File: src/rtl/demux1_4_reg_if.sv
// Bundles the input and output handshakes of the 1-to-4 demultiplexer.
// The master side supplies words and destination readies; the slave side
// is the demultiplexer itself.
interface demux1_4_reg_if #(
    parameter int DATA_WIDTH = 32,
    parameter int CNT_WIDTH  = 8
);
    logic [DATA_WIDTH-1:0] DemuxIn;
    logic [1:0]            Sel;
    logic                  InValid;
    logic                  InReady;
    logic [DATA_WIDTH-1:0] DemuxOut0;
    logic [DATA_WIDTH-1:0] DemuxOut1;
    logic [DATA_WIDTH-1:0] DemuxOut2;
    logic [DATA_WIDTH-1:0] DemuxOut3;
    logic [3:0]            OutValid;
    logic [3:0]            OutReady;
    logic [CNT_WIDTH-1:0]  XferCount;

    modport master (
        output DemuxIn, Sel, InValid, OutReady,
        input  InReady, DemuxOut0, DemuxOut1, DemuxOut2, DemuxOut3,
               OutValid, XferCount
    );

    modport slave (
        input  DemuxIn, Sel, InValid, OutReady,
        output InReady, DemuxOut0, DemuxOut1, DemuxOut2, DemuxOut3,
               OutValid, XferCount
    );
endinterface

File: src/rtl/demux1_4_reg.sv
// Registered 1-to-4 demultiplexer. A word accepted on the input handshake
// is held in a single-entry register and presented only on the selected
// destination port until that destination accepts it. A word can be
// accepted on the same edge the held one drains, so a ready destination
// sees one word per cycle. XferCount counts completed output transfers.
module demux1_4_reg #(
    parameter int DATA_WIDTH = 32,
    parameter int CNT_WIDTH  = 8
) (
    input  logic          Clk,
    input  logic          Rst,
    demux1_4_reg_if.slave bus
);
    typedef enum logic [0:0] {
        IDLE = 1'b0,
        HOLD = 1'b1
    } state_t;

    state_t                state_q, state_d;
    logic [DATA_WIDTH-1:0] data_q, data_d;
    logic [1:0]            sel_q, sel_d;
    logic [CNT_WIDTH-1:0]  cnt_q, cnt_d;

    logic                  out_xfer_s;
    logic                  in_ready_s;
    logic                  in_xfer_s;
    logic [3:0]            out_valid_s;
    logic [DATA_WIDTH-1:0] dout_s [4];

    // Handshake decode: only the ready of the held word's destination matters.
    always_comb begin
        out_xfer_s = 1'b0;
        if (state_q == HOLD) begin
            out_xfer_s = bus.OutReady[sel_q];
        end else begin
            out_xfer_s = 1'b0;
        end
        in_ready_s = (state_q == IDLE) || out_xfer_s;
        in_xfer_s  = bus.InValid && in_ready_s;
    end

    // Next-state logic: load on input transfer, drain on output-only transfer.
    always_comb begin
        state_d = state_q;
        data_d  = data_q;
        sel_d   = sel_q;
        cnt_d   = cnt_q;
        case (state_q)
            IDLE: begin
                if (in_xfer_s) begin
                    state_d = HOLD;
                    data_d  = bus.DemuxIn;
                    sel_d   = bus.Sel;
                end else begin
                    state_d = IDLE;
                end
            end
            HOLD: begin
                if (in_xfer_s) begin
                    state_d = HOLD;
                    data_d  = bus.DemuxIn;
                    sel_d   = bus.Sel;
                end else if (out_xfer_s) begin
                    state_d = IDLE;
                end else begin
                    state_d = HOLD;
                end
            end
            default: begin
                state_d = IDLE;
            end
        endcase
        if (out_xfer_s) begin
            cnt_d = cnt_q + {{(CNT_WIDTH-1){1'b0}}, 1'b1};
        end else begin
            cnt_d = cnt_q;
        end
    end

    // State, held word and transfer counter; reset discards any pending word.
    always_ff @(posedge Clk or posedge Rst) begin
        if (Rst) begin
            state_q <= IDLE;
            data_q  <= '0;
            sel_q   <= 2'b00;
            cnt_q   <= '0;
        end else begin
            state_q <= state_d;
            data_q  <= data_d;
            sel_q   <= sel_d;
            cnt_q   <= cnt_d;
        end
    end

    // Output steering from registered state only; unselected ports read zero.
    always_comb begin
        out_valid_s = 4'b0000;
        if (state_q == HOLD) begin
            out_valid_s = 4'b0001 << sel_q;
        end else begin
            out_valid_s = 4'b0000;
        end
        for (int i = 0; i < 4; i++) begin
            if (out_valid_s[i]) begin
                dout_s[i] = data_q;
            end else begin
                dout_s[i] = '0;
            end
        end
    end

    assign bus.InReady   = in_ready_s;
    assign bus.OutValid  = out_valid_s;
    assign bus.DemuxOut0 = dout_s[0];
    assign bus.DemuxOut1 = dout_s[1];
    assign bus.DemuxOut2 = dout_s[2];
    assign bus.DemuxOut3 = dout_s[3];
    assign bus.XferCount = cnt_q;
endmodule
File: src/flat_wrapper.sv
// flat-port wrapper written by rule: the top's interface ports become plain ports
module demux1_4_reg_flat 
#(
    parameter int DATA_WIDTH = 32,
    parameter int CNT_WIDTH  = 8
)
  (Clk, Rst, bus_DemuxIn, bus_Sel, bus_InValid, bus_OutReady, bus_InReady, bus_DemuxOut0, bus_DemuxOut1, bus_DemuxOut2, bus_DemuxOut3, bus_OutValid, bus_XferCount);
  demux1_4_reg_if #(.DATA_WIDTH(DATA_WIDTH), .CNT_WIDTH(CNT_WIDTH)) bus_i ();
  input  logic Clk;
  input  logic Rst;
  input wire logic [$bits(bus_i.DemuxIn)-1:0] bus_DemuxIn;
  input wire logic [$bits(bus_i.Sel)-1:0] bus_Sel;
  input wire logic [$bits(bus_i.InValid)-1:0] bus_InValid;
  input wire logic [$bits(bus_i.OutReady)-1:0] bus_OutReady;
  output wire logic [$bits(bus_i.InReady)-1:0] bus_InReady;
  output wire logic [$bits(bus_i.DemuxOut0)-1:0] bus_DemuxOut0;
  output wire logic [$bits(bus_i.DemuxOut1)-1:0] bus_DemuxOut1;
  output wire logic [$bits(bus_i.DemuxOut2)-1:0] bus_DemuxOut2;
  output wire logic [$bits(bus_i.DemuxOut3)-1:0] bus_DemuxOut3;
  output wire logic [$bits(bus_i.OutValid)-1:0] bus_OutValid;
  output wire logic [$bits(bus_i.XferCount)-1:0] bus_XferCount;
  assign bus_i.DemuxIn = bus_DemuxIn;
  assign bus_i.Sel = bus_Sel;
  assign bus_i.InValid = bus_InValid;
  assign bus_i.OutReady = bus_OutReady;
  assign bus_InReady = bus_i.InReady;
  assign bus_DemuxOut0 = bus_i.DemuxOut0;
  assign bus_DemuxOut1 = bus_i.DemuxOut1;
  assign bus_DemuxOut2 = bus_i.DemuxOut2;
  assign bus_DemuxOut3 = bus_i.DemuxOut3;
  assign bus_OutValid = bus_i.OutValid;
  assign bus_XferCount = bus_i.XferCount;
  demux1_4_reg #(.DATA_WIDTH(DATA_WIDTH), .CNT_WIDTH(CNT_WIDTH)) u_core (.Clk(Clk), .Rst(Rst), .bus(bus_i));
endmodule
File: config.mk
export PLATFORM = sky130hd
export DESIGN_NAME = demux1_4_reg_flat
export DESIGN_NICKNAME = d
export VERILOG_FILES = /design/src/rtl/demux1_4_reg_if.sv /design/src/rtl/demux1_4_reg.sv /design/src/flat_wrapper.sv
export SDC_FILE = /design/constraint.sdc
export NUM_CORES = 1
export LEC_CHECK = 0
export BUFFER_PORTS_ARGS = -buffer_cell sky130_fd_sc_hd__buf_2
export CAP_MARGIN = 20
export CELL_PAD_IN_SITES_DETAIL_PLACEMENT = 1
export CELL_PAD_IN_SITES_GLOBAL_PLACEMENT = 1
export CORE_MARGIN = 1.5
export CORE_UTILIZATION = 25
export CTS_CLUSTER_SIZE = 20
export DETAILED_ROUTE_END_ITERATION = 10
export PLACE_DENSITY = 0.7
export SLEW_MARGIN = 20
export SYNTH_ARGS = -nofsm -noshare
export SYNTH_HDL_FRONTEND = slang
export SYNTH_SLANG_ARGS = --single-unit
File: constraint.sdc
create_clock -name Clk -period 2.85 [get_ports Clk]
set_input_delay 0.4275 -clock Clk [delete_from_list [all_inputs] [get_ports Clk]]
set_output_delay 0.4275 -clock Clk [all_outputs]
set_load 0.005 [all_outputs]
# ---- Yosys cells after proc, flatten, opt, wreduce, memory -nomap -nowiden
# Cells that the tools add are included.
dict set report op_classes {
  muxes 14
  bitwise 1
  magnitude_cmp 1
  n_shift 1
  n_reduce_logical 2
  addsub 1
}
# operator n
set op_table {}
lappend op_table {{$mux W32} 5}
lappend op_table {{$add A8 B1 Y8 const B} 1}
lappend op_table {{$mux W1} 5}
lappend op_table {{$mux W4} 1}
lappend op_table {{$shl A1 B2 Y4 const A} 1}
lappend op_table {{$lt A2 B3 Y1 const B} 1}
lappend op_table {{$bmux W1 S2} 1}
lappend op_table {{$mux W2} 1}
lappend op_table {{$pmux W1 S2} 1}
lappend op_table {{$logic_and A1 B1 Y1} 1}
lappend op_table {{$logic_or A1 B1 Y1} 1}
lappend op_table {{$not A1 Y1} 1}
dict set report word_totals {
  out_inout_bits 141
  ff_bits 43
  wordCells 24
  in_bits 41
}

# ---- Depth between registers and ports, before layout
# Gate-level depths: netlist of the first run.
dict set report depth {
  word_depth 7
  ltp_mapped 6
  mapped_depth_nobuf 4
}

# ---- Worst setup path after synthesis of the first run
# No wires, ideal clock.
dict set report synth_timing {
  path_type {reg2reg}
  start {register u_core.sel_q[0]}
  end {register u_core.data_q[0]}
  t_required_ps 2725
  setup_time_ps 125
  path_slack_ps 1128
  synth_period_minus_slack_ps 1722
  t_arrival_ps 1597
  path_stages_with_launch 6
  n_path_buf 1
  cell_sequence {dfrtp_1 -> mux4_2 -> nand2b_4 -> nand2_8 -> buf_12 -> mux2_4}
}
dict set report synth_via {
  elab_chain_len 5
}
# item line
set synth_rtl {}
lappend synth_rtl {{start, declared} demux1_4_reg.sv:21} ;# logic [1:0] sel_q, sel_d;
lappend synth_rtl {{start signal, assigned} demux1_4_reg.sv:90} ;# sel_q <= sel_d;
lappend synth_rtl {{$bmux W1 S2} demux1_4_reg.sv:34} ;# out_xfer_s = bus.OutReady[sel_q];
lappend synth_rtl {{$mux W1 (not written as such)} demux1_4_reg.sv:34}
lappend synth_rtl {{$mux W1} demux1_4_reg.sv:33} ;# if (state_q == HOLD) begin
lappend synth_rtl {{$logic_or A1 B1 Y1} demux1_4_reg.sv:38} ;# in_ready_s = (state_q == IDLE) || out_xfer_s;
lappend synth_rtl {{net bus_InReady} flat_wrapper.sv:15} ;# output wire logic [$bits(bus_i.InReady)-1:0] bus_InReady;
lappend synth_rtl {{$logic_and A1 B1 Y1} demux1_4_reg.sv:39} ;# in_xfer_s = bus.InValid && in_ready_s;
lappend synth_rtl {{end signal, assigned} demux1_4_reg.sv:89} ;# data_q <= data_d;
lappend synth_rtl {{end, declared} demux1_4_reg.sv:20} ;# logic [DATA_WIDTH-1:0] data_q, data_d;
# The timed path passes the listed nets, and every way through them passes these cells. The select of a mux whose other input is x is not followed.
# A chain may end at the register's enable or synchronous reset.

# ---- Final worst setup path of the first run
dict set report layout_timing {
  start {register u_core.sel_q[0]}
  end {output port bus_DemuxOut2[17]}
}
dict set report layout_via {
  elab_chain_len 3
}
# item line
set layout_rtl {}
lappend layout_rtl {{$shl A1 B2 Y4} demux1_4_reg.sv:99} ;# out_valid_s = 4'b0001 << sel_q;
lappend layout_rtl {{$mux W4} demux1_4_reg.sv:98} ;# if (state_q == HOLD) begin
lappend layout_rtl {{$mux W32} demux1_4_reg.sv:104} ;# if (out_valid_s[i]) begin
lappend layout_rtl {{end, declared} flat_wrapper.sv:18} ;# output wire logic [$bits(bus_i.DemuxOut2)-1:0] bus_DemuxOut2;
# Every way passes these cells.

==> results of run 1 <==
[final timing paths]
path	cells after the start	slack, ps	endpoint
hold reg to reg	1	480	u_core.bus.XferCount[7]
hold / removal	2	340	u_core.data_q[20]
max in group asynchronous	2	1930	u_core.data_q[0]
setup reg to reg	4	900	u_core.data_q[30]
min in group Clk	2	360	u_core.data_q[8]
setup / recovery	5	420	bus_DemuxOut2[17]
[layout make-up]
type                       count  area share, %
tap                          140           4.47
clock buffer                   6           2.11
inverter                       4          0.384
sequential                    43           27.5
multi-input combinational    196           40.2
clock inverter                 2          0.895
timing repair buffer         188           24.5
[cell usage after synthesis (2+ instances only)]
cell / number
and2_1: 128
dfrtp_1: 43
mux2_4: 30
clkbuf_1: 12
xnor2_1: 6
inv_1: 4
mux2_2: 4
nor2_1: 4
buf_12: 3
nand2_1: 3
nand3_1: 3
a21oi_1: 2
and4_1: 2
mux2i_1: 2
nand4_1: 2
o21ai_0: 2
[kinds of logic (layout without fill, tap and decap cells)]
| family | Yosys count | after routing |
|---|---|---|
| buf+inv | 20 | 200 |
| xor+xnor | 7 | 7 |
| flops | 43 | 43 |
| fa+ha+maj | 1 | 1 |
| compound gates | 5 | 5 |
| simple gates | 146 | 146 |
| mux | 37 | 37 |
[worst max-delay path, cell delays in order (launching register included)]
cell      delay, ps
dfrtp_1         440
nand2b_1        230
nor2_2          460
buf_4           310
and2_1          150
buf_2           110
[power by group through the flow]
stage / Clock, W / Sequential [W] / Combinational (W)
2_1_floorplan: 0 / 0.000982 / 0.000836
3_3_place_gp: 0 / 0.00105 / 0.00130
3_5_place_dp: 0 / 0.00107 / 0.00134
4_1_cts: 0.000520 / 0.00106 / 0.00134
5_1_grt: 0.000542 / 0.00110 / 0.00146
6_report: 0.000496 / 0.00105 / 0.00132
[flip-flops by register name, summed over array words and instances (netlist names)]
name	flops
u_core.bus.XferCount	8
u_core.data_q	32
u_core.sel_q	2
u_core.state_q	1
[layer usage]
metal / global-route usage (%) / up-vias / routed length (µm) / part of all wire [%]
met5: 0 / - / 0 / 0
met4: 2.73 / 0 / 27 / 0.32
met3: 2.95 / 2 / 465 / 5.5
met2: 26.2 / 76 / 4540 / 53
met1: 16.9 / 1213 / 3460 / 41
li1: - / 1179 / - / -
[stage by stage]
| step | cell area, µm² | util [%] | worst slack (ps) | instances | power [W] |
|---|---|---|---|---|---|
| global placement | 3800 | 35.2 | 810 | 571 | 0.00236 |
| global route | 3920 | 36.3 | 173 | 579 | 0.00310 |
| finish | 3920 | 36.3 | 418 | 579 | 0.00287 |
| CTS | 3920 | 36.3 | 342 | 579 | 0.00292 |
| floorplan | 2760 | - | 1130 | 259 | 0.00182 |
| detailed placement | 3800 | 35.2 | 682 | 571 | 0.00241 |
==> results by group, run 1 <==
Outcome
  • Outcome: completed

GRT
  • Initial antenna violation count: 0
  • GRT Util Overall: 14.2%
  • First-pass GRT wire length: 13000 µm
  • Largest net degree at the start of global routing: 44
  • Global route total overflow: 0
  • Vias in the first global route: 2476

Placed design
  • GP Congestion: 0.738
  • Dpl hpwl: 6540 µm
  • # port buffers: 181

Synthesis
  • Netlist Area Pre-Place: 2760 µm²
  • Synth Area in Simple Gates: 33.2%
  • Ys Warns: 0
  • Adder-cell share of the synthesized area: 0.453%
  • Avg Cell Area, Syn: 10.7 µm²
  • Synth Net Count: 301
  • Compound-Gate Fraction of Synth Area: 1.18%
  • Main combinational cell family by area after synthesis: simple AND/OR/NAND/NOR gates
  • Number of flops mapped to enable cells by yosys: 0
  • Register area share after synthesis: 38.9%
  • Yosys top cell area share: 38.9%
  • Mux cell area share after synthesis: 19.5%
  • Synth Flop Type: dfrtp_1
  • Post-Syn Instances: 259
  • Synth Area in XOR/XNOR: 2.22%
  • Top cells by area in the synthesized netlist: dfrtp_1, and2_1, mux2_4, buf_12, xnor2_1
  • Synthesized flop and latch total: 43
  • Synth area leader: dfrtp_1
  • Post-synthesis cell type count: 25
  • Post-synth ARST share: 100%

Timing
  • Slew headroom: 38.5%
  • Final Hold Violating Endpoints: 0
  • Final Max Tran Viols: 0
  • Tmin final: 2430 ps
  • Setup violators final: 0
  • WHS: 337 ps
  • Final Skew: 5.47 ps
  • RSZ-0062 raised after global routing: false
  • Final Cycle Share: 85.3%
  • Fmax: 0.411 GHz
  • Final setup TNS: 0 ps
  • Worst slew pin tran: 922 ps

Clock network
  • TritonCTS clock tree: built
  • Post-CTS Resized: 0
  • Clock root cell: clkbuf_8
  • Max Buffers Root-to-Sink: 2
  • Post-CTS Setup Inserts: 0
  • H-tree Lvls: 2
  • TritonCTS Buffers: 5
  • Clk slew on worst S/H paths: 80 ps
  • Clk_lat worst skew: 290 ps
  • Hold buffer count at CTS: 0
  • CTS sink cnt: 43

Worst setup path
  • Critical Path AT: 2000 ps
  • Reg-to-reg critical path startpoint: u_core.sel_q[0]
  • CP Class: reg -> out
  • Worst-path maximum fanout: 18
  • Critical path endpoint category: output port
  • Crit path from: u_core.sel_q[0]
  • CP required: 2420 ps
  • Critical path startpoint category: flop

Die
  • IO Count: 182
  • Die Wd: 108 µm
  • Total core area: 10800 µm²
  • Initial Util: 25.6%
  • Row count: 38
  • Die height: 108 µm
  • DIE AREA: 11700 µm²

Route
  • Final ANT Viol Nets: 0
  • Overall routed net length: 8500 µm
  • Initial DRC count: 46
  • Drt pass-1 iters: 4
  • Vias/cell: 4.27
  • DRC: 0
  • Vias: 2470
  • DR WL/cell: 14.7 µm

Pwr
  • VDD IR max: 311 µV
  • Net Sw Power: 0.00101 W
  • Combinational power share: 45.9%
  • Sw frac: 35.4%
  • Internal cell power: 0.00185 W
  • Cell area power density: 732 nW/µm²
  • Clock power frac: 17.3%
  • P_leak: 2.27 nW
  • Seq pwr share: 36.8%

Cells and area
  • Leading cell type in the layout, fill and taps excluded: buf_2
  • Final nets: 480
  • Fill cells: 1303
  • N_diodes: 0
  • Area Growth Syn to Fin: 41.6%
  • Multi-input logic area: 1570 µm²
  • Layout cells sized above 1: 54.4%
  • Commonest non-fill, non-tap cells in the layout: buf_2, and2_1, dfrtp_1, mux2_4, buf_4
  • FF+latch area: 1080 µm²

Flow run
  • Max_cap viols: 0

Hold path
  • Worst hold path class: in -> async
(Power assumes the default switching activity.)
==> inputs of run 2 (changes only) <==
--- a/config.mk
+++ b/config.mk
@@ -13,7 +13,7 @@
 export CORE_UTILIZATION = 25
 export CTS_CLUSTER_SIZE = 20
 export DETAILED_ROUTE_END_ITERATION = 10
-export PLACE_DENSITY = 0.7
+export PLACE_DENSITY_LB_ADDON = 0.1
 export SLEW_MARGIN = 20
 export SYNTH_ARGS = -nofsm -noshare
 export SYNTH_HDL_FRONTEND = slang
==> run 2 against run 1 <==
Final area decreased by 0.19%. Worst setup slack improved by 400 ps. Sequential power about the same. Sequential share of layout area increased by 0.053 points. Critical path type unchanged.
==> results by group, run 2 (same netlist as run 1, synthesis figures left out) <==
Clock network
  • H-tree Lvls: 2 (unchanged)
  • Clock root cell: clkbuf_8 (unchanged)
  • TritonCTS clock tree: built (unchanged)
  • Post-CTS Resized: 0 (unchanged)
  • Max Buffers Root-to-Sink: 2 (unchanged)
  • Hold buffer count at CTS: 0 (unchanged)
  • Clk slew on worst S/H paths: 80 ps (about the same)
  • CTS sink cnt: 43 (unchanged)
  • TritonCTS Buffers: 5 (unchanged)
  • Post-CTS Setup Inserts: 0 (unchanged)
  • Clk_lat worst skew: 290 ps (about the same)

Outcome
  • Outcome: completed (unchanged)

Flow run
  • Max_cap viols: 0 (unchanged)

Timing
  • Final Hold Violating Endpoints: 0 (unchanged)
  • Fmax: 0.491 GHz (was 0.411 GHz)
  • Final setup TNS: 0 ps (unchanged)
  • RSZ-0062 raised after global routing: false (unchanged)
  • WHS: 340 ps (was 337 ps)
  • Final Cycle Share: 71.4% (was 85.3%)
  • Setup violators final: 0 (unchanged)
  • Final Max Tran Viols: 0 (unchanged)
  • Tmin final: 2040 ps (was 2430 ps)
  • Slew headroom: 38.2% (was 38.5%)
  • Final Skew: 5.18 ps (was 5.47 ps)
  • Worst slew pin tran: 925 ps (was 922 ps)

Cells and area
  • Final instance area: 3910 µm² (was 3920 µm²)
  • Leading cell type in the layout, fill and taps excluded: buf_2 (unchanged)
  • Top reg by flops: u_core.data_q (unchanged)
  • Commonest non-fill, non-tap cells in the layout: buf_2, and2_1, dfrtp_1, mux2_4, buf_4 (unchanged)
  • Layout cells sized above 1: 54.2% (was 54.4%)
  • Final nets: 481 (was 480)
  • N_diodes: 0 (unchanged)
  • Area Growth Syn to Fin: 41.4% (was 41.6%)
  • Largest register FFs: 32 (unchanged)

Die
  • Initial Util: 25.6% (unchanged)
  • DIE AREA: 11700 µm² (unchanged)
  • Row count: 38 (unchanged)
  • IO Count: 182 (unchanged)
  • Die Wd: 108 µm (unchanged)
  • Die height: 108 µm (unchanged)
  • Total core area: 10800 µm² (unchanged)

Route
  • Drt pass-1 iters: 4 (unchanged)
  • Vias: 2460 (was 2470)
  • Initial DRC count: 74 (was 46)
  • DRC: 0 (unchanged)
  • Final ANT Viol Nets: 0 (unchanged)
  • Vias/cell: 4.25 (was 4.27)
  • Overall routed net length: 8550 µm (was 8500 µm)
  • DR WL/cell: 14.8 µm (was 14.7 µm)

Placed design
  • Dpl hpwl: 6470 µm (was 6540 µm)
  • Post-DP Area: 3800 µm² (about the same)
  • GP Congestion: 0.718 (was 0.738)
  • # port buffers: 181 (unchanged)

Worst setup path
  • RR Endpoint: u_core.data_q[31] (was u_core.data_q[30])
  • Worst path cell trace: nand2b_1 -> nor2_2 -> buf_4 -> and2_1 -> buf_2 (unchanged)
  • Worst-path maximum fanout: 17 (was 18)
  • Critical path endpoint category: output port (unchanged)
  • Reg-to-reg critical path startpoint: u_core.sel_q[0] (unchanged)
  • Worst R2R Setup Slack: 930 ps (was 900 ps)
  • Worst path max stage delay: 440 ps (was 460 ps)
  • Critical path startpoint category: flop (unchanged)
  • CP required: 2420 ps (about the same)
  • CP Class: reg -> out (unchanged)
  • Slowest cell on the critical path: dfrtp_1 (was nor2_2)
  • Family with the most delay on the worst path: simple AND/OR/NAND/NOR gates (unchanged)
  • Worst path bufs/invs: 2 (unchanged)
  • Reg2reg path depth: 4 (unchanged)
  • Critical Path AT: 1610 ps (was 2000 ps)

Pwr
  • P_leak: 2.27 nW (about the same)
  • VDD IR max: 246 µV (was 311 µV)
  • Cell area power density: 724 nW/µm² (was 732 nW/µm²)

GRT
  • GRT Util Overall: 14.4% (was 14.2%)
  • Vias in the first global route: 2431 (was 2476)
  • Largest net degree at the start of global routing: 44 (unchanged)
  • First-pass GRT wire length: 13100 µm (was 13000 µm)
  • Global route total overflow: 0 (unchanged)
  • Initial antenna violation count: 0 (unchanged)

Hold path
  • Worst hold path class: in -> async (unchanged)
## run 2: changes by cell type in the layout (fill, tap and decap cells not counted)
cell	previous run	this run
buf_4	7	8
clkbuf_1	0	1
clkbuf_8	6	5
clkinv_2	1	0
## run 2: worst reg2reg max path: stages (launching register included)
cell and delay (ps):
dfrtp_1 430, mux4_2 510, nand2b_4 180, nand2_8 310
mux2_2 380
## run 2: worst max-delay path by stage
stage,start,to,cells after the start
global placement,bus_OutReady[3],u_core.data_q[30],5
finish,u_core.sel_q[0],bus_DemuxOut2[5],5
CTS,u_core.sel_q[0],bus_DemuxOut0[1],5
global route,u_core.sel_q[0],bus_DemuxOut0[1],5
floorplan,u_core.sel_q[0],u_core.data_q[0],5
detailed placement,bus_OutReady[3],u_core.data_q[30],5
## run 2: report_power, final
| part | leakage [nW] | switching [W] | internal, W |
|---|---|---|---|
| Clock | 0.0513 | 0.000200 | 0.000257 |
| Sequential | 0.508 | 0.000246 | 0.000813 |
| Combinational | 1.71 | 0.000554 | 0.000758 |
| Total | 2.27 | 0.00100 | 0.00183 |
## run 2: routing by layer
metal | global-route usage (%) | routed length (µm) | share of wire, % | vias to the layer above
li1 | - | - | - | 1179
met1 | 17.1 | 3540 | 41 | 1178
met2 | 26.4 | 4340 | 51 | 95
met3 | 3.01 | 558 | 6.5 | 8
met4 | 3.29 | 107 | 1.3 | 0
met5 | 0 | 0 | 0 | -
## run 2: layout make-up
type,instances,area [µm²]
clock buffers,6,72.6
fillers,1297,6890
flip-flops and latches,43,1080
well taps,140,175
multi-input cells,196,1570
clock inverters,1,30.0
repair buffers,189,966
inverters,4,15.0
## run 2: through the flow
step                      util, %  std cells  setup WS, ps  power, W
after floorplan                 -        259          1130   0.00182
after global placement       35.3        572           876   0.00239
after detailed placement     35.3        572           853   0.00243
after CTS                    36.2        579           759   0.00290
after global routing         36.2        579           646   0.00308
final                        36.2        579           814   0.00283
==> inputs of run 3 (changes only) <==
--- a/config.mk
+++ b/config.mk
@@ -5,12 +5,13 @@
 export SDC_FILE = /design/constraint.sdc
 export NUM_CORES = 1
 export LEC_CHECK = 0
+export ABC_AREA = 1
 export BUFFER_PORTS_ARGS = -buffer_cell sky130_fd_sc_hd__buf_2
 export CAP_MARGIN = 20
 export CELL_PAD_IN_SITES_DETAIL_PLACEMENT = 1
 export CELL_PAD_IN_SITES_GLOBAL_PLACEMENT = 1
 export CORE_MARGIN = 1.5
-export CORE_UTILIZATION = 25
+export CORE_UTILIZATION = 24
 export CTS_CLUSTER_SIZE = 20
 export DETAILED_ROUTE_END_ITERATION = 10
 export PLACE_DENSITY_LB_ADDON = 0.1
==> constraint.sdc (replaced) <==
create_clock -name Clk -period 1.87 [get_ports Clk]
set_input_delay 0.2805 -clock Clk [delete_from_list [all_inputs] [get_ports Clk]]
set_output_delay 0.2805 -clock Clk [all_outputs]
set_load 0.005 [all_outputs]
==> run 3 against run 2 <==
The flow now finishes with violations (setup timing). First-iteration DRC count grew 92%. Sequential power grew 58%. Synthesized cell count grew 58%. Count of clock-buffer cells in the layout grew 2. Highest routed layer is now met5. Critical endpoint is now bus_DemuxOut3[4]. Clock skew grew 5.0 ps. Register-to-register slack lost 770 ps.
==> results by group, run 3 <==
Worst setup path
  • Worst-path maximum fanout: 16 (was 17)
  • Slowest cell on the critical path: dfrtp_2 (was dfrtp_1)
  • CP Class: reg -> out (unchanged)
  • Reg-to-reg critical path startpoint: u_core.sel_q[0] (unchanged)
  • Worst path max stage delay: 490 ps (was 440 ps)
  • Critical path endpoint category: output port (unchanged)
  • Crit path from: u_core.sel_q[1] (was u_core.sel_q[0])
  • Worst path cell trace: inv_4 -> nor3_4 -> buf_6 -> inv_8 -> nor2_1 -> buf_2 (was nand2b_1 -> nor2_2 -> buf_4 -> and2_1 -> buf_2)
  • Critical Path AT: 1680 ps (was 1610 ps)
  • Critical path startpoint category: flop (unchanged)
  • CP required: 1590 ps (was 2420 ps)
  • RR Endpoint: u_core.state_q (was u_core.data_q[31])
  • Worst Setup EP: bus_DemuxOut3[4] (was bus_DemuxOut2[5])
  • Reg2reg path depth: 7 (was 4)
  • Worst R2R Setup Slack: 160 ps (was 930 ps)

Outcome
  • Violations in the final reports: setup timing
  • Outcome: finished, violations left (was completed)

Clock network
  • H-tree Lvls: 2 (unchanged)
  • Clk slew on worst S/H paths: 90 ps (was 80 ps)
  • CTS sink cnt: 43 (unchanged)
  • Clk_lat worst skew: 300 ps (was 290 ps)
  • Clock root cell: clkbuf_8 (unchanged)
  • Max Buffers Root-to-Sink: 2 (unchanged)
  • TritonCTS Buffers: 5 (unchanged)
  • Hold buffer count at CTS: 0 (unchanged)
  • TritonCTS clock tree: built (unchanged)

Synthesis
  • Number of flops mapped to enable cells by yosys: 0 (unchanged)
  • Synth Net Count: 452 (was 301)
  • Top cells by count, synth: nor2_1, nand2_1, dfrtp_1 (was and2_1, dfrtp_1, mux2_4)
  • Most common cell in the netlist: nor2_1 (was and2_1)
  • Post-synth ARST share: 100% (unchanged)
  • Yosys top cell area share: 40.2% (was 38.9%)
  • Synthesized flop and latch total: 43 (unchanged)
  • Top cells by area in the synthesized netlist: dfrtp_1, nor2_1, nand2_1, nand3_1, inv_1 (was dfrtp_1, and2_1, mux2_4, buf_12, xnor2_1)
  • Register area share after synthesis: 40.2% (was 38.9%)
  • Avg Cell Area, Syn: 6.53 µm² (was 10.7 µm²)
  • Post-synthesis cell type count: 23 (was 25)
  • Synth area leader: dfrtp_1 (unchanged)
  • Netlist Area Pre-Place: 2680 µm² (was 2760 µm²)
  • Ys Warns: 0 (unchanged)
  • Synth Flop Type: dfrtp_1 (unchanged)
  • Post-Syn Instances: 410 (was 259)

GRT
  • Initial antenna violation count: 1 (was 0)
  • Global route total overflow: 0 (unchanged)
  • GRT Util Overall: 17.1% (was 14.4%)
  • First-pass GRT wire length: 15800 µm (was 13100 µm)
  • Vias in the first global route: 3059 (was 2431)
  • Largest net degree at the start of global routing: 36 (was 44)

Pwr
  • Cell area power density: 1590 nW/µm² (was 724 nW/µm²)
  • VDD IR max: 468 µV (was 246 µV)
  • P_leak: 2.61 nW (was 2.27 nW)
  • Combinational power share: 65.3% (was 46.4%)
  • Net Sw Power: 0.00337 W (was 0.00100 W)
  • Clock power frac: 10.0% (was 16.1%)
  • Seq pwr share: 24.7% (was 37.5%)
  • Internal cell power: 0.00342 W (was 0.00183 W)
  • Sw frac: 49.7% (was 35.3%)

Timing
  • Final Cycle Share: 105%
  • RSZ-0062 raised after global routing: true (was false)
  • Worst slew pin tran: 519 ps (was 925 ps)
  • Final setup TNS: -2030 ps (was 0 ps)
  • WHS: 3.87 ps (was 340 ps)
  • Final Hold Violating Endpoints: 0 (unchanged)
  • Tmin final: 1960 ps
  • Setup violators final: 55 (was 0)
  • Min setup slack post-route: -87.5 ps (was 814 ps)
  • Final Skew: 10.2 ps (was 5.18 ps)
  • Final Max Tran Viols: 0 (unchanged)
  • Slew headroom: 65.3% (was 38.2%)
  • Fmax: 0.511 GHz

Placed design
  • # port buffers: 181 (unchanged)
  • Dpl hpwl: 7460 µm (was 6470 µm)
  • Placed Cells: 714 (was 572)
  • GP Congestion: 0.785 (was 0.718)
  • Post-DP Area: 3650 µm² (was 3800 µm²)

Route
  • Metal3 WL: 761 µm (was 558 µm)
  • DR top layer: met5 (was met4)
  • Initial DRC count: 142 (was 74)
  • DRC: 0 (unchanged)
  • Drt pass-1 iters: 6 (was 4)
  • Met2 wire length: 6090 µm (was 4340 µm)
  • Vias: 3353 (was 2460)
  • Final ANT Viol Nets: 0 (unchanged)
  • Vias/cell: 4.46 (was 4.25)
  • DR WL/cell: 16.2 µm (was 14.8 µm)
  • Overall routed net length: 12200 µm (was 8550 µm)
  • WL met1: 5220 µm (was 3540 µm)

Cells and area
  • N_diodes: 0 (unchanged)
  • Leading cell type in the layout, fill and taps excluded: buf_2 (unchanged)
  • Layout cells sized above 1: 45.9% (was 54.2%)
  • Final Non-Filler Cells: 752 (was 579)
  • Commonest non-fill, non-tap cells in the layout: buf_2, nand2_1, nor2_1, nand3_1, dfrtp_1 (was buf_2, and2_1, dfrtp_1, mux2_4, buf_4)
  • Final instance area: 4270 µm² (was 3910 µm²)
  • Area Growth Syn to Fin: 59.6% (was 41.4%)
  • Final nets: 653 (was 481)
  • Largest register FFs: 32 (unchanged)
  • Top reg by flops: u_core.data_q (unchanged)
  • Core Util, Final: 39.4% (was 36.2%)

Flow run
  • Max_cap viols: 0 (unchanged)

Die
  • IO Count: 182 (unchanged)
  • Initial Util: 24.7% (was 25.6%)
  • Row count: 38 (unchanged)
  • Total core area: 10800 µm² (about the same)
  • Die Wd: 109 µm (was 108 µm)
  • Die height: 109 µm (was 108 µm)
  • DIE AREA: 11800 µm² (was 11700 µm²)

Hold path
  • Worst hold path class: in -> async (unchanged)
-- run 3: changes by cell type after synthesis, sizes merged, moves of 4 or more --
cell	previous run	this run
and2	128	0
nor2	4	132
nand2	4	111
inv	4	46
nand3	3	41
mux2	34	0
buf	4	13
xnor2	6	1
nor3	0	4
-- run 3: layer usage --
layer  global-route usage (%)  up-vias
li1                         -     1630
met1                     21.2     1598
met2                     30.6      115
met3                     3.59        8
met4                     3.48        2
met5                        0        -
-- run 3: final cells by class --
cell class	count	area (µm²)
Clock buffer	8	100
Timing Repair inverter	6	60.1
Multi-Input combinational cell	299	1450
Timing Repair Buffer	210	1150
Inverter	46	259
Sequential cell	43	1080
Tap cell	140	175
Fill cell	1435	6570
-- run 3: cell families after synthesis --
logic type               synth area share [%]
adder cells (fa/ha/maj)                 0.467
buffers and inverters                    12.7
AND/OR/NAND/NOR                          44.7
AO/OA/AOI/OAI                           0.700
flip-flops                               40.2
XOR/XNOR                                 1.31
-- run 3: repair_timing --
| action | CTS | global route |
|---|---|---|
| buffers inserted | 1 | 22 |
| pin swaps | 0 | 5 |
| setup endpoints to repair | 129 | 152 |
| gates cloned | 0 | 7 |
| resized for setup | 8 | 72 |
-- run 3: stage by stage --
stage	setup WS, ps	total power [W]
after floorplan	480	0.00369
after global placement	119	0.00485
after detailed placement	81.6	0.00494
after CTS	-24.5	0.00569
after global routing	-164	0.00741
final	-87.5	0.00679
-- run 3: critical path, delay by kind of cell, from the launching register on --
kind / cells / cell delay, ps
buffers and inverters: 4 / 440
DFF: 1 / 490
and+or+nand+nor: 2 / 420
-- run 3: how the worst min path moves through the flow --
stage / start / to / slack, ps / cells past startpoint
floorplan: bus_DemuxIn[0] / u_core.data_q[0] / 430 / 2
global placement: Rst / u_core.data_q[16] / 360 / 2
detailed placement: Rst / u_core.data_q[16] / 350 / 2
CTS: Rst / u_core.data_q[16] / 30 / 2
global route: Rst / u_core.data_q[16] / 40 / 2
finish: Rst / u_core.data_q[16] / 4 / 2
-- run 3: power groups by stage --
stage / Sequential (W) / Clock (W) / Combinational, W
3_5_place_dp: 0.00168 / 0 / 0.00326
3_3_place_gp: 0.00166 / 0 / 0.00319
5_1_grt: 0.00174 / 0.000733 / 0.00494
6_report: 0.00168 / 0.000681 / 0.00443
4_1_cts: 0.00166 / 0.000704 / 0.00332
2_1_floorplan: 0.00159 / 0 / 0.00211
